`src/rtl/add_pipe.sv`:
```
// Pipelined two's-complement adder/subtractor: one SEG-bit segment per stage,
// carry registered between stages, valid/ready handshake on both sides.
module add_pipe #(
   parameter int WIDTH = 32,
   parameter int SEG   = 8
) (
   input  logic             clk,
   input  logic             rst,
   input  logic             in_valid,
   output logic             in_ready,
   input  logic [WIDTH-1:0] X,
   input  logic [WIDTH-1:0] Y,
   input  logic             cin,
   input  logic             sub,
   output logic             out_valid,
   input  logic             out_ready,
   output logic [WIDTH-1:0] Z,
   output logic             cout,
   output logic             ovf
);

   localparam int NSEG = WIDTH / SEG;

   logic [NSEG-1:0] w_valid;
   logic [NSEG-1:0] w_free;

   // A stage can load when it is empty or its content moves on this cycle;
   // evaluated from the output side back to the input side.
   always_comb begin
      // NOTE: default every always_comb output first so no latch is inferred.
      w_free = '0;
      w_free[NSEG-1] = !w_valid[NSEG-1] || out_ready;
      for (int k = NSEG-2; k >= 0; k--) begin
         w_free[k] = !w_valid[k] || w_free[k+1];
      end
   end

   assign in_ready = w_free[0] && !rst;

   for (genvar k = 0; k < NSEG; k++) begin : g_stage
      localparam int RW = WIDTH - k*SEG;   // operand bits not yet summed

      logic [RW-1:0]         w_x;
      logic [RW-1:0]         w_y;
      logic                  w_ci;
      logic                  w_vi;
      logic [SEG:0]          w_sum;
      logic [(k+1)*SEG-1:0]  w_z;
      logic                  r_valid;
      logic                  r_c;
      logic [(k+1)*SEG-1:0]  r_z;

      if (k == 0) begin : g_in
         assign w_x  = X;
         assign w_y  = sub ? ~Y : Y;
         assign w_ci = sub ? 1'b1 : cin;
         assign w_vi = in_valid;
         assign w_z  = w_sum[SEG-1:0];
      end else begin : g_in
         assign w_x  = g_stage[k-1].g_fwd.r_x;
         assign w_y  = g_stage[k-1].g_fwd.r_y;
         assign w_ci = g_stage[k-1].r_c;
         assign w_vi = g_stage[k-1].r_valid;
         assign w_z  = {w_sum[SEG-1:0], g_stage[k-1].r_z};
      end

      assign w_sum      = {1'b0, w_x[SEG-1:0]} + {1'b0, w_y[SEG-1:0]} + {{SEG{1'b0}}, w_ci};
      assign w_valid[k] = r_valid;

      always_ff @(posedge clk) begin
         if (rst) begin
            // NOTE: sequential state uses non-blocking assignment only.
            r_valid <= 1'b0;
            r_c     <= 1'b0;
            r_z     <= '0;
         end else if (w_free[k]) begin
            r_valid <= w_vi;
            r_c     <= w_sum[SEG];
            r_z     <= w_z;
         end
      end

      if (k < NSEG-1) begin : g_fwd
         logic [RW-SEG-1:0] r_x;
         logic [RW-SEG-1:0] r_y;

         // NOTE: forwarded operands are qualified by r_valid, so they need no reset.
         always_ff @(posedge clk) begin
            if (w_free[k]) begin
               r_x <= w_x[RW-1:SEG];
               r_y <= w_y[RW-1:SEG];
            end
         end
      end else begin : g_out
         logic r_ovf;

         // Carry into the MSB is x^y^sum at that bit; overflow is that XOR carry out.
         always_ff @(posedge clk) begin
            if (rst) begin
               r_ovf <= 1'b0;
            end else if (w_free[k]) begin
               r_ovf <= w_x[SEG-1] ^ w_y[SEG-1] ^ w_sum[SEG-1] ^ w_sum[SEG];
            end
         end

         assign out_valid = r_valid;
         assign Z         = r_z;
         assign cout      = r_c;
         assign ovf       = r_ovf;
      end
   end

endmodule

```
`config.mk`:
```
export PLATFORM = sky130hd
export DESIGN_NAME = add_pipe
export DESIGN_NICKNAME = d
export VERILOG_FILES = /design/src/rtl/add_pipe.sv
export SDC_FILE = /design/constraint.sdc
export NUM_CORES = 1
export LEC_CHECK = 0
export ABC_AREA = 1
export CAP_MARGIN = 20
export CORE_AREA = 5 5 144 111
export CTS_CLUSTER_SIZE = 40
export DETAILED_ROUTE_END_ITERATION = 6
export DIE_AREA = 0 0 149 116
export DONT_BUFFER_PORTS = 1
export PLACE_DENSITY_LB_ADDON = 0.12
export SYNTH_ARGS = -nofsm -noshare
export SYNTH_HDL_FRONTEND = slang
export SYNTH_SLANG_ARGS = --single-unit
```
`constraint.sdc`:
```
create_clock -name clk -period 2.1 [get_ports clk]
set_input_delay 0.21 -clock clk [delete_from_list [all_inputs] [get_ports clk]]
set_output_delay 0.21 -clock clk [all_outputs]
set_load 0.005 [all_outputs]
```
* After elaboration in Yosys (flattened, before gate mapping)
Index checks and enable logic that the tools add are counted.
** Word-level totals
- Output and inout port bits :: 36
- Register bits after elaboration :: 185
- Word-level logic and storage cells :: 43
- Bits of input ports :: 70
** Cells by class
- Muxes and demuxes :: 2
- Reductions and logical operators :: 10
- Bitwise logic cells :: 4
- $add $sub $neg :: 8
** Operator list (number)
- 8-bit by 8-bit adder with 9-bit output :: 4
- 9-bit by 1-bit adder with 9-bit output :: 4
- 32-bit 2-to-1 mux :: 1
- 32-bit NOT :: 1
- 1-bit logical NOT :: 5
- 1-bit logical OR :: 4
- 1-bit bitwise XOR :: 3
- 1-bit logical AND :: 1
- 1-bit 2-to-1 mux :: 1

* Longest topological paths before layout
Gate-level depths: netlist (run 1).
- Depth after elaboration :: 6
- Mapped depth :: 15
- Mapped depth without buffers :: 13

* Worst setup path before layout (run 1)
OpenSTA, ideal clock, no wires.
- Kind :: input port to flip-flop
- Start :: in sub
- End :: reg g_stage[0].r_z[6]
- Arrival :: 2.026 ns
- Data required time :: 1.991 ns
- Path buffers :: 2
- Path slack :: -0.035 ns
- Cell stages on the path :: 14
- Setup time :: 0.109 ns
- Cells stage by stage :: clkbuf_1 -> buf_2 -> xor2_1 -> fa_1 -> inv_1 -> fa_1 -> inv_1 -> nand3_1 -> nand2_1 -> nand2_1 -> nand3_1 -> nand3_1 -> nand2_1 -> inv_1
** Between the ends
- Longest elaborated chain between the ends :: 3
- Elaborated cells between the ends (all ways) :: 4
- Classes of those cells :: add/sub (2); mux (2)
** RTL lines
- start: declaration :: line 14 : input logic sub,
- 32-bit 2-to-1 mux :: line 55 : assign w_y = sub ? ~Y : Y;
- 8-bit by 8-bit adder with 9-bit output :: line 67 : assign w_sum = {1'b0, w_x[SEG-1:0]} + {1'b0, w_y[SEG-1:0]} + {{SEG{1'b0}}, w_ci};
- 9-bit by 1-bit adder with 9-bit output (*) :: line 67
- end signal: assignment :: line 79 : r_z <= w_z;
- end: declaration :: line 51 : logic [(k+1)*SEG-1:0] r_z;
Every way passes the cells marked *; elsewhere a longest branch is shown, timed or not.
A chain may end at the register's enable or synchronous reset.

* Worst setup path in the final report (run 1)
- Start :: reg g_stage[1].g_fwd.r_x[0]
- End :: reg g_stage[2].r_z[22]
** Between the ends
- Longest elaborated chain between the ends :: 2
** RTL lines
- start: declaration :: line 84 : logic [RW-SEG-1:0] r_x;
- start signal: assignment :: line 90 : r_x <= w_x[RW-1:SEG];
- 8-bit by 8-bit adder with 9-bit output :: line 67
- 9-bit by 1-bit adder with 9-bit output :: line 67
- end signal: assignment :: line 79
- end: declaration :: line 51
No other way between the ends.

==> run_results.csv, run 1 <==
group,metric,value,unit
synth,synth_xor_area_share,4.62,%
layout,nNetsFinal,950,
synth,muxShareOfSynthArea,0,%
grt,grt_max_degree,45,
critical_path,cp.required,2430,ps
status,outcome,"finished, final reports clean",
hold_path,hold_depth,1,
clock_tree,cts_buffer_depth,2,
synth,synthesis.nets,878,
sta,setup_viol,0,
route,drtIter0Drc,256,
synth,ys_seq_area_share,60.0,%
die,die_height,116,µm
synth,synth_top_family_by_area,"simple AND/OR/NAND/NOR gates",
synth,yosys.area.top_type_share,37.1,%
clock_tree,cts.htree.levels,4,
synth,synth_fa_ha_area_share,6.57,%
sta,setup-tns-final,0,ps
grt,grt_pass1_wl,25.3,mm
synth,synth_cells,772,
synth,synthSimpleGateAreaFrac,14.8,%
synth,ys_top_cells_by_count,"nor2_1, nand2_1, edfxtp_1, dfxtp_1, inv_1",
sta,drv_slew,0,
route,vias_per_cell,4.97,
die,rows,38,
clock_tree,cts_buffers,17,
synth,async_flop_share,0,%
die,coreArea,0.0144,mm²
route,wl_per_cell,14.6,µm
layout,syn_to_final_growth,19.1,%
sta,worst_pin_slew,1050,ps
clock_tree,clkLatencyLatePin,420,ps
flow_run,maxCapViolations,0,
hold_path,hp-class,"input port to register",
die,start_util,54.1,%
synth,synth_area_leaders,"edfxtp_1, dfxtp_1, nor2_1, nand2_1, ha_1",
route,wl,15.5,mm
critical_path,worst_ep_arrival_time,2270,ps
power,power.density,913,mW/mm²
route,dr.pass1.iters,5,
sta,layout_min_cycle_time,1940,ps
route,ant_nets,0,
critical_path,cp-start-kind,"register",
synth,synth_area,0.00777,mm²
sta,clock_skew,9.34,ps
sta,period_share,92.4,%
sta,max_freq,515,MHz
synth,synth_compound_area_share,8.42,%
critical_path,crit_path_end_kind,"register",
clock_tree,root_buffer,"clkbuf_16",
layout,fillerInstances,1171,
place,placed_cells,954,
synth,synth_ff_type,"edfxtp_1",
layout,multi_input_area,0.00268,mm²
power,p_leak,4.10,nW
grt,grt_pass1_vias,5098,
clock_tree,cts.sinks,185,
sta,hold_viol,0,
clock_tree,clk_pin_slew_worst_paths,70,ps
critical_path,worst-setup-path-type,"register to register",
route,drc,0,
layout,utilization,64.5,%
clock_tree,cts_tree,"done",
grt,antenna_found_initial,0,
critical_path,cp_max_fo,3,
die,die_area,0.0173,mm²
layout,layout-drive-gt1-share,5.95,%
route,vias,5257,
synth,synth.largest_area_cell,"edfxtp_1",
synth,yosysWarningCount,0,
layout,antenna_cells,0,
sta,rsz0062_at_grt,"false",
place,gp_congestion,0.846,
place,hpwl,10.1,mm
layout,final_cells,1057,
grt,grt_usage,18.8,%
sta,slew-limit-headroom,29.5,%
place,io_buffer_count,0,
layout,regArea,0.00466,mm²
synth,ys_seq_elements,185,
grt,grt-ovfl-total,0,
critical_path,r2r_cells,10,
synth,syn_avg_cell_area,10.1,µm²
die,ios,106,
clock_tree,post_cts_buffers,0,
synth,synth_edf_count,96,
synth,yosysMostFrequentCell,"nor2_1",
power,vdd_ir_drop_max,0.587,mV
synth,synth_cell_types,32,
die,die_w,149,µm
## state kept, by name, summed over array words and instances, names as in the netlist
register and count:
cout 1, g_stage.r_valid 3, out_valid 1, g_stage.g_fwd.r_y 48
g_stage.r_z 48, ovf 1, g_stage.g_fwd.r_x 48, Z 32
g_stage.r_c 3
## cell type report
class | count | area share (%)
inverters | 80 | 3.24
flip-flops and latches | 185 | 50.4
multi-input cells | 478 | 28.9
clock buffers | 21 | 4.76
well taps | 200 | 2.70
clock inverters | 11 | 1.31
repair buffers | 82 | 8.70
## what timing repair did
item                                   4_1_cts  5_1_grt
setup endpoints to repair                    0        5
gates resized for setup                      0        3
endpoints found under the hold margin       70        2
hold buffers                                69        2
## routing by layer
layer | vias to the layer above | wire length, µm | global-route usage (%)
met1 | 2428 | 7010 | 24.2
met2 | 126 | 7360 | 31.1
met5 | - | 0 | 0
li1 | 2693 | - | -
met3 | 10 | 994 | 5.79
met4 | 0 | 108 | 5.12
## cells by family after synthesis
logic type | after synthesis
xor gates and xnor gates | 41
AOI/OAI and AO/OA | 126
adders and majority gates | 36
DFF | 185
and+or+nand+nor | 275
buffers and inverters | 109
## path summary, 6_finish.rpt
kind	startpoint	slack [ps]	end
max	g_stage[1].g_fwd.r_x[0]	160	g_stage[2].r_z[22]
max reg2reg	g_stage[1].g_fwd.r_x[0]	160	g_stage[2].r_z[22]
min	sub	30	g_stage[0].g_fwd.r_y[18]
min reg2reg	g_stage[1].g_fwd.r_y[12]	420	g_stage[2].g_fwd.r_y[4]
## critical path: stages (launching register included)
cell and delay, ps:
edfxtp_1 430, fa_2 410, fa_1 420, nand3_1 90, nand2_1 110, nand2_1 100
nand2_1 60, nand2_1 60, nand3_1 60, nand2_1 70, inv_1 40
## through the flow
step | total power [W] | cell area [µm²] | worst slack [ps] | hold WS (ps)
final | 0.00846 | 9260 | 160 | 34.3
after floorplan | 0.00510 | 7780 | 28.5 | 309
after global routing | 0.00889 | 9260 | 21.6 | 4.26
after CTS | 0.00851 | 9230 | 72.5 | 0.384
after global placement | 0.00528 | 7980 | 164 | 288
after detailed placement | 0.00532 | 7980 | 97.1 | 291
## where the power goes
| group | internal (W) | switching (W) | total, W |
|---|---|---|---|
| logic | 0.000499 | 0.000588 | 0.00109 |
| clock network | 0.00175 | 0.00130 | 0.00305 |
| registers | 0.00415 | 0.000165 | 0.00432 |
| total | 0.00640 | 0.00206 | 0.00846 |
## cells in the final DEF (no fill, tap or decap), types with 3 or more instances in the layout
cell type	instances
nor2_1	117
nand2_1	109
edfxtp_1	96
dfxtp_1	89
inv_1	77
dlygate4sd3_1	71
o21ai_0	68
a21oi_1	48
xor2_1	36
nand3_1	31
ha_1	28
clkbuf_16	17
buf_4	10
nand4_1	7
xnor2_1	5
fa_1	5
a21o_1	4
clkinvlp_4	4
clkbuf_1	4
clkinv_1	3
or2_2	3
fa_2	3
Note: power is estimated with default switching activity, not from simulation.
==> run 2: changes to the inputs <==
Settings changed: PLACE_DENSITY set to 0.72, PLACE_DENSITY_LB_ADDON 0.12 to not set.
==> run 2 against run 1 <==
Worst setup slack got worse by 21 ps. Critical path depth unchanged. Sequential power about the same. Clock skew increased by 1.8 ps. Worst hold slack improved by 1.6 ps. Critical path type unchanged.
==> run_results.csv, run 2 (same netlist as run 1, synthesis figures left out) <==
group,metric,value,unit
power,power.density,910,mW/mm²
die,die_height,116,µm
clock_tree,clkLatencyLatePin,430,ps
die,start_util,54.1,%
die,coreArea,0.0144,mm²
place,gp_congestion,0.802,
die,die_w,149,µm
die,die_area,0.0173,mm²
place,hpwl,10.4,mm
critical_path,cp_max_fo,3,
critical_path,cp.required,2430,ps
sta,max_freq,510,MHz
grt,antenna_found_initial,0,
sta,drv_slew,0,
layout,antenna_cells,0,
route,drc,0,
die,rows,38,
critical_path,crit_path_end_kind,"register",
sta,hold_viol,0,
route,vias,5346,
status,outcome,"finished, final reports clean",
sta,setup_viol,0,
sta,worst_pin_slew,927,ps
route,vias_per_cell,5.07,
grt,grt_pass1_vias,5109,
clock_tree,clk_pin_slew_worst_paths,70,ps
route,dr.pass1.iters,5,
sta,slew-limit-headroom,38.0,%
clock_tree,cts.sinks,185,
die,ios,106,
route,wl_per_cell,15.0,µm
critical_path,worst-setup-path-type,"register to register",
grt,grt_pass1_wl,25.9,mm
route,ant_nets,0,
route,wl,15.9,mm
clock_tree,root_buffer,"clkbuf_16",
clock_tree,cts_buffer_depth,2,
grt,grt-ovfl-total,0,
layout,nNetsFinal,948,
place,io_buffer_count,0,
clock_tree,cts_tree,"done",
clock_tree,cts.htree.levels,4,
power,p_leak,4.12,nW
layout,reg_top3,"g_stage.g_fwd.r_x x48, g_stage.g_fwd.r_y x48, g_stage.r_z x48",
flow_run,maxCapViolations,0,
layout,mostFrequentLayoutCells,"nor2_1, nand2_1, edfxtp_1",
sta,clock_skew,11.1,ps
layout,final_cells,1055,
sta,rsz0062_at_grt,"false",
clock_tree,cts_buffers,17,
critical_path,worst_ep_arrival_time,2290,ps
layout,final_common_cell,"nor2_1",
layout,fillerInstances,1122,
sta,setup-tns-final,0,ps
place,placed_cells,953,
layout,layout-drive-gt1-share,6.32,%
critical_path,cp-start-kind,"register",
sta,period_share,93.4,%
layout,syn_to_final_growth,18.7,%
hold_path,hp-class,"input port to register",
grt,grt_max_degree,56,
route,drtIter0Drc,426,
grt,grt_usage,19.3,%
power,vdd_ir_drop_max,0.590,mV
sta,layout_min_cycle_time,1960,ps
-- run 2: metal layers --
layer | global-route usage (%) | vias to the layer above | wire, µm
li1 | - | 2685 | -
met1 | 27.4 | 2470 | 7630
met2 | 28.7 | 169 | 6830
met3 | 5.55 | 22 | 1140
met4 | 6.22 | 0 | 267
met5 | 0 | - | 0
-- run 2: worst max-delay path, stage by stage, from the launching register on --
cell and delay (ps):
edfxtp_1 400, fa_1 440, fa_1 440, nand3_1 90, nand2_1 100, nand2_1 90
nand2_1 60, nand2_1 80, nand3_1 60, nand2_1 80, inv_1 40
-- run 2: report_power, final --
part           switching [W]  internal [W]  leakage [nW]  total (W)
clock network        0.00142       0.00154         0.281    0.00296
registers           0.000177       0.00415          1.75    0.00433
logic               0.000607      0.000500          2.09    0.00111
-- run 2: layout make-up --
| cell class | instances | area, µm² | area share [%] |
|---|---|---|---|
| clock inverters | 15 | 116 | 1.26 |
| repair buffers | 80 | 792 | 8.58 |
| flip-flops and latches | 185 | 4660 | 50.5 |
| clock buffers | 17 | 425 | 4.61 |
| multi-input cells | 478 | 2680 | 29.0 |
| well taps | 200 | 250 | 2.71 |
| inverters | 80 | 300 | 3.25 |
-- run 2: through the flow --
stage	area [µm²]	total power, W	setup WS, ps	utilization (%)	hold slack, ps
global placement	7970	0.00531	167	55.5	288
finish	9230	0.00839	139	64.3	35.8
floorplan	7780	0.00510	28.5	-	309
detailed placement	7970	0.00535	112	55.5	288
CTS	9210	0.00840	93.6	64.1	3.80
global route	9230	0.00883	36.4	64.3	9.21
-- run 2: worst paths after layout --
check / startpoint / to / slack [ps] / depth (start not counted)
min reg2reg: g_stage[0].g_fwd.r_y[13] / g_stage[1].g_fwd.r_y[5] / 420 / 0
min: sub / g_stage[0].g_fwd.r_y[9] / 40 / 1
max: g_stage[0].g_fwd.r_x[0] / g_stage[1].r_z[14] / 140 / 10
max reg2reg: g_stage[0].g_fwd.r_x[0] / g_stage[1].r_z[14] / 140 / 10
-- run 2: repair_timing --
action                                 in CTS  in global routing
hold buffers                               69                  1
setup endpoints to repair                   0                  6
resized for setup                           0                  4
endpoints found under the hold margin      71                  1
setup buffers                               0                  0
==> run 3: changes to the inputs <==
Settings changed: CORE_AREA 5 5 144 111 to 5 5 152 118, DIE_AREA 0 0 149 116 to 0 0 157 123, DONT_BUFFER_PORTS 1 to not set, PLACE_DENSITY 0.72 to 0.74, SETUP_SLACK_MARGIN set to 0.02.
==> run 3 against run 2 <==
Worst setup slack got worse by 8.8 ps. Sequential power about the same. Die area increased by 12%. Non-clock buffer count increased by 47. Maximum frequency decreased by 0.45%. Clock skew decreased by 5.6 ps. Register-to-register slack about the same. Global-route usage decreased by 2.9 points. Cell count increased by 5.9%. Routed wire length decreased by 3.0%. Flip-flop and latch count unchanged. Largest power group unchanged.
==> run_results.csv, run 3 (same netlist as run 1, synthesis figures left out) <==
group,metric,value,unit
clock_tree,cts_buffer_depth,2,
layout,layout-drive-gt1-share,7.65,%
clock_tree,cts_buffers,17,
route,drc,0,
critical_path,cpLargestDelayFamily,"simple AND/OR/NAND/NOR gates",
sta,worst_pin_slew,420,ps
grt,grt_pass1_wl,24.7,mm
route,vias_per_cell,4.84,
power,p_leak,4.29,nW
layout,nNetsFinal,995,
critical_path,worst-setup-path-type,"register to output port",
die,start_util,47.5,%
die,ios,106,
grt,met3_usage,5.00,%
critical_path,crit_path_end_kind,"output port",
route,drtIter0Drc,303,
sta,setup-tns-final,0,ps
die,die_height,123,µm
layout,multi_input_area,0.00268,mm²
status,outcome,"finished, final reports clean",
route,dr.pass1.iters,5,
sta,clock_skew,5.56,ps
grt,grt_max_degree,58,
clock_tree,cts.htree.levels,4,
clock_tree,clkLatencyLatePin,430,ps
clock_tree,clk_pin_slew_worst_paths,70,ps
critical_path,cp_max_fo,6,
layout,antenna_cells,0,
power,fin_total_pwr,0.00862,W
sta,slew-limit-headroom,72.0,%
grt,met1_usage,22.8,%
critical_path,crit_path_top_delay_cell,"clkdlybuf4s50_1",
clock_tree,root_buffer,"clkbuf_16",
grt,grt_util_met2,25.1,%
grt,grt-ovfl-total,0,
die,rows,41,
clock_tree,cts_hold_buf,0,
place,gp_congestion,0.827,
critical_path,cp.required,1890,ps
layout,reg_top3,"g_stage.g_fwd.r_x x48, g_stage.g_fwd.r_y x48, g_stage.r_z x48",
die,die_area,0.0193,mm²
critical_path,worst_ep_arrival_time,1760,ps
critical_path,critPathMaxStageDelay,470,ps
hold_path,hp-class,"input port to register",
critical_path,critPathBufInv,1,
place,io_buffer_count,105,
route,wl_per_cell,13.8,µm
layout,syn_to_final_growth,25.4,%
sta,max_freq,508,MHz
critical_path,cp-start-kind,"register",
grt,grt_pass1_vias,5001,
grt,top_usage_layer,"met2",
critical_path,crit_top_cell,"nand2_4",
layout,fillerInstances,1342,
layout,regArea,0.00466,mm²
layout,final_common_cell,"nor2_1",
layout,mostFrequentLayoutCells,"nor2_1, nand2_1, clkdlybuf4s50_1",
route,ant_nets,0,
critical_path,path_cells,"nand2_4 -> nor2_4 -> nand2_4 -> nor2_8 -> nor2_1 -> clkdlybuf4s50_1",
route,wl,15.4,mm
grt,antenna_found_initial,0,
die,die_w,157,µm
place,hpwl,10.7,mm
flow_run,maxCapViolations,0,
route,vias,5402,
sta,layout_min_cycle_time,1970,ps
grt,grt_usage,16.4,%
sta,period_share,93.8,%
power,power.density,885,mW/mm²
power,vdd_ir_drop_max,0.705,mV
sta,drv_slew,0,
clock_tree,cts_tree,"done",
clock_tree,cts.sinks,185,
sta,hold_viol,0,
die,coreArea,0.0164,mm²
sta,setup_viol,0,
## run 3: report_power, final
part           leakage [nW]  switching [W]  internal, W
logic                  2.27       0.000641     0.000617
clock network         0.274        0.00140      0.00166
registers              1.75       0.000155      0.00415
## run 3: layout make-up
type,instances,area share (%)
multi-input combinational,478,27.5
clock buffer,17,4.36
tap,215,2.76
clock inverter,15,1.48
sequential,185,47.9
timing repair buffer,127,12.9
inverter,80,3.08
## run 3: final timing paths
kind | startpoint | end | slack, ps | cells after the start
max | out_valid | in_ready | 130 | 6
min | X[15] | g_stage[0].g_fwd.r_x[7] | 330 | 1
max reg2reg | g_stage[0].g_fwd.r_x[0] | g_stage[1].r_c | 140 | 8
min reg2reg | g_stage[0].g_fwd.r_x[21] | g_stage[1].g_fwd.r_x[13] | 420 | 0
## run 3: metrics by stage
step	std cells	instance area [µm²]	utilization [%]	hold WS, ps	setup WS (ps)
after floorplan	772	7780	-	309	28.5
after detailed placement	1083	9150	55.9	405	-152
after global placement	1083	9150	55.9	402	-102
after CTS	1115	9720	59.4	315	31.2
final	1117	9750	59.6	332	130
after global routing	1117	9750	59.6	306	-10.9
## run 3: timing repair
item                                    4_1_cts  5_1_grt
hold endpoints to repair                      0        0
resized for setup                             0        5
endpoints found under the setup margin        0        4
buffers inserted                              0        2
## run 3: routing by layer
layer	vias to the layer above	routed length [µm]
met5	-	0
met4	0	179
met3	17	948
met2	135	6880
met1	2469	7380
li1	2781	-
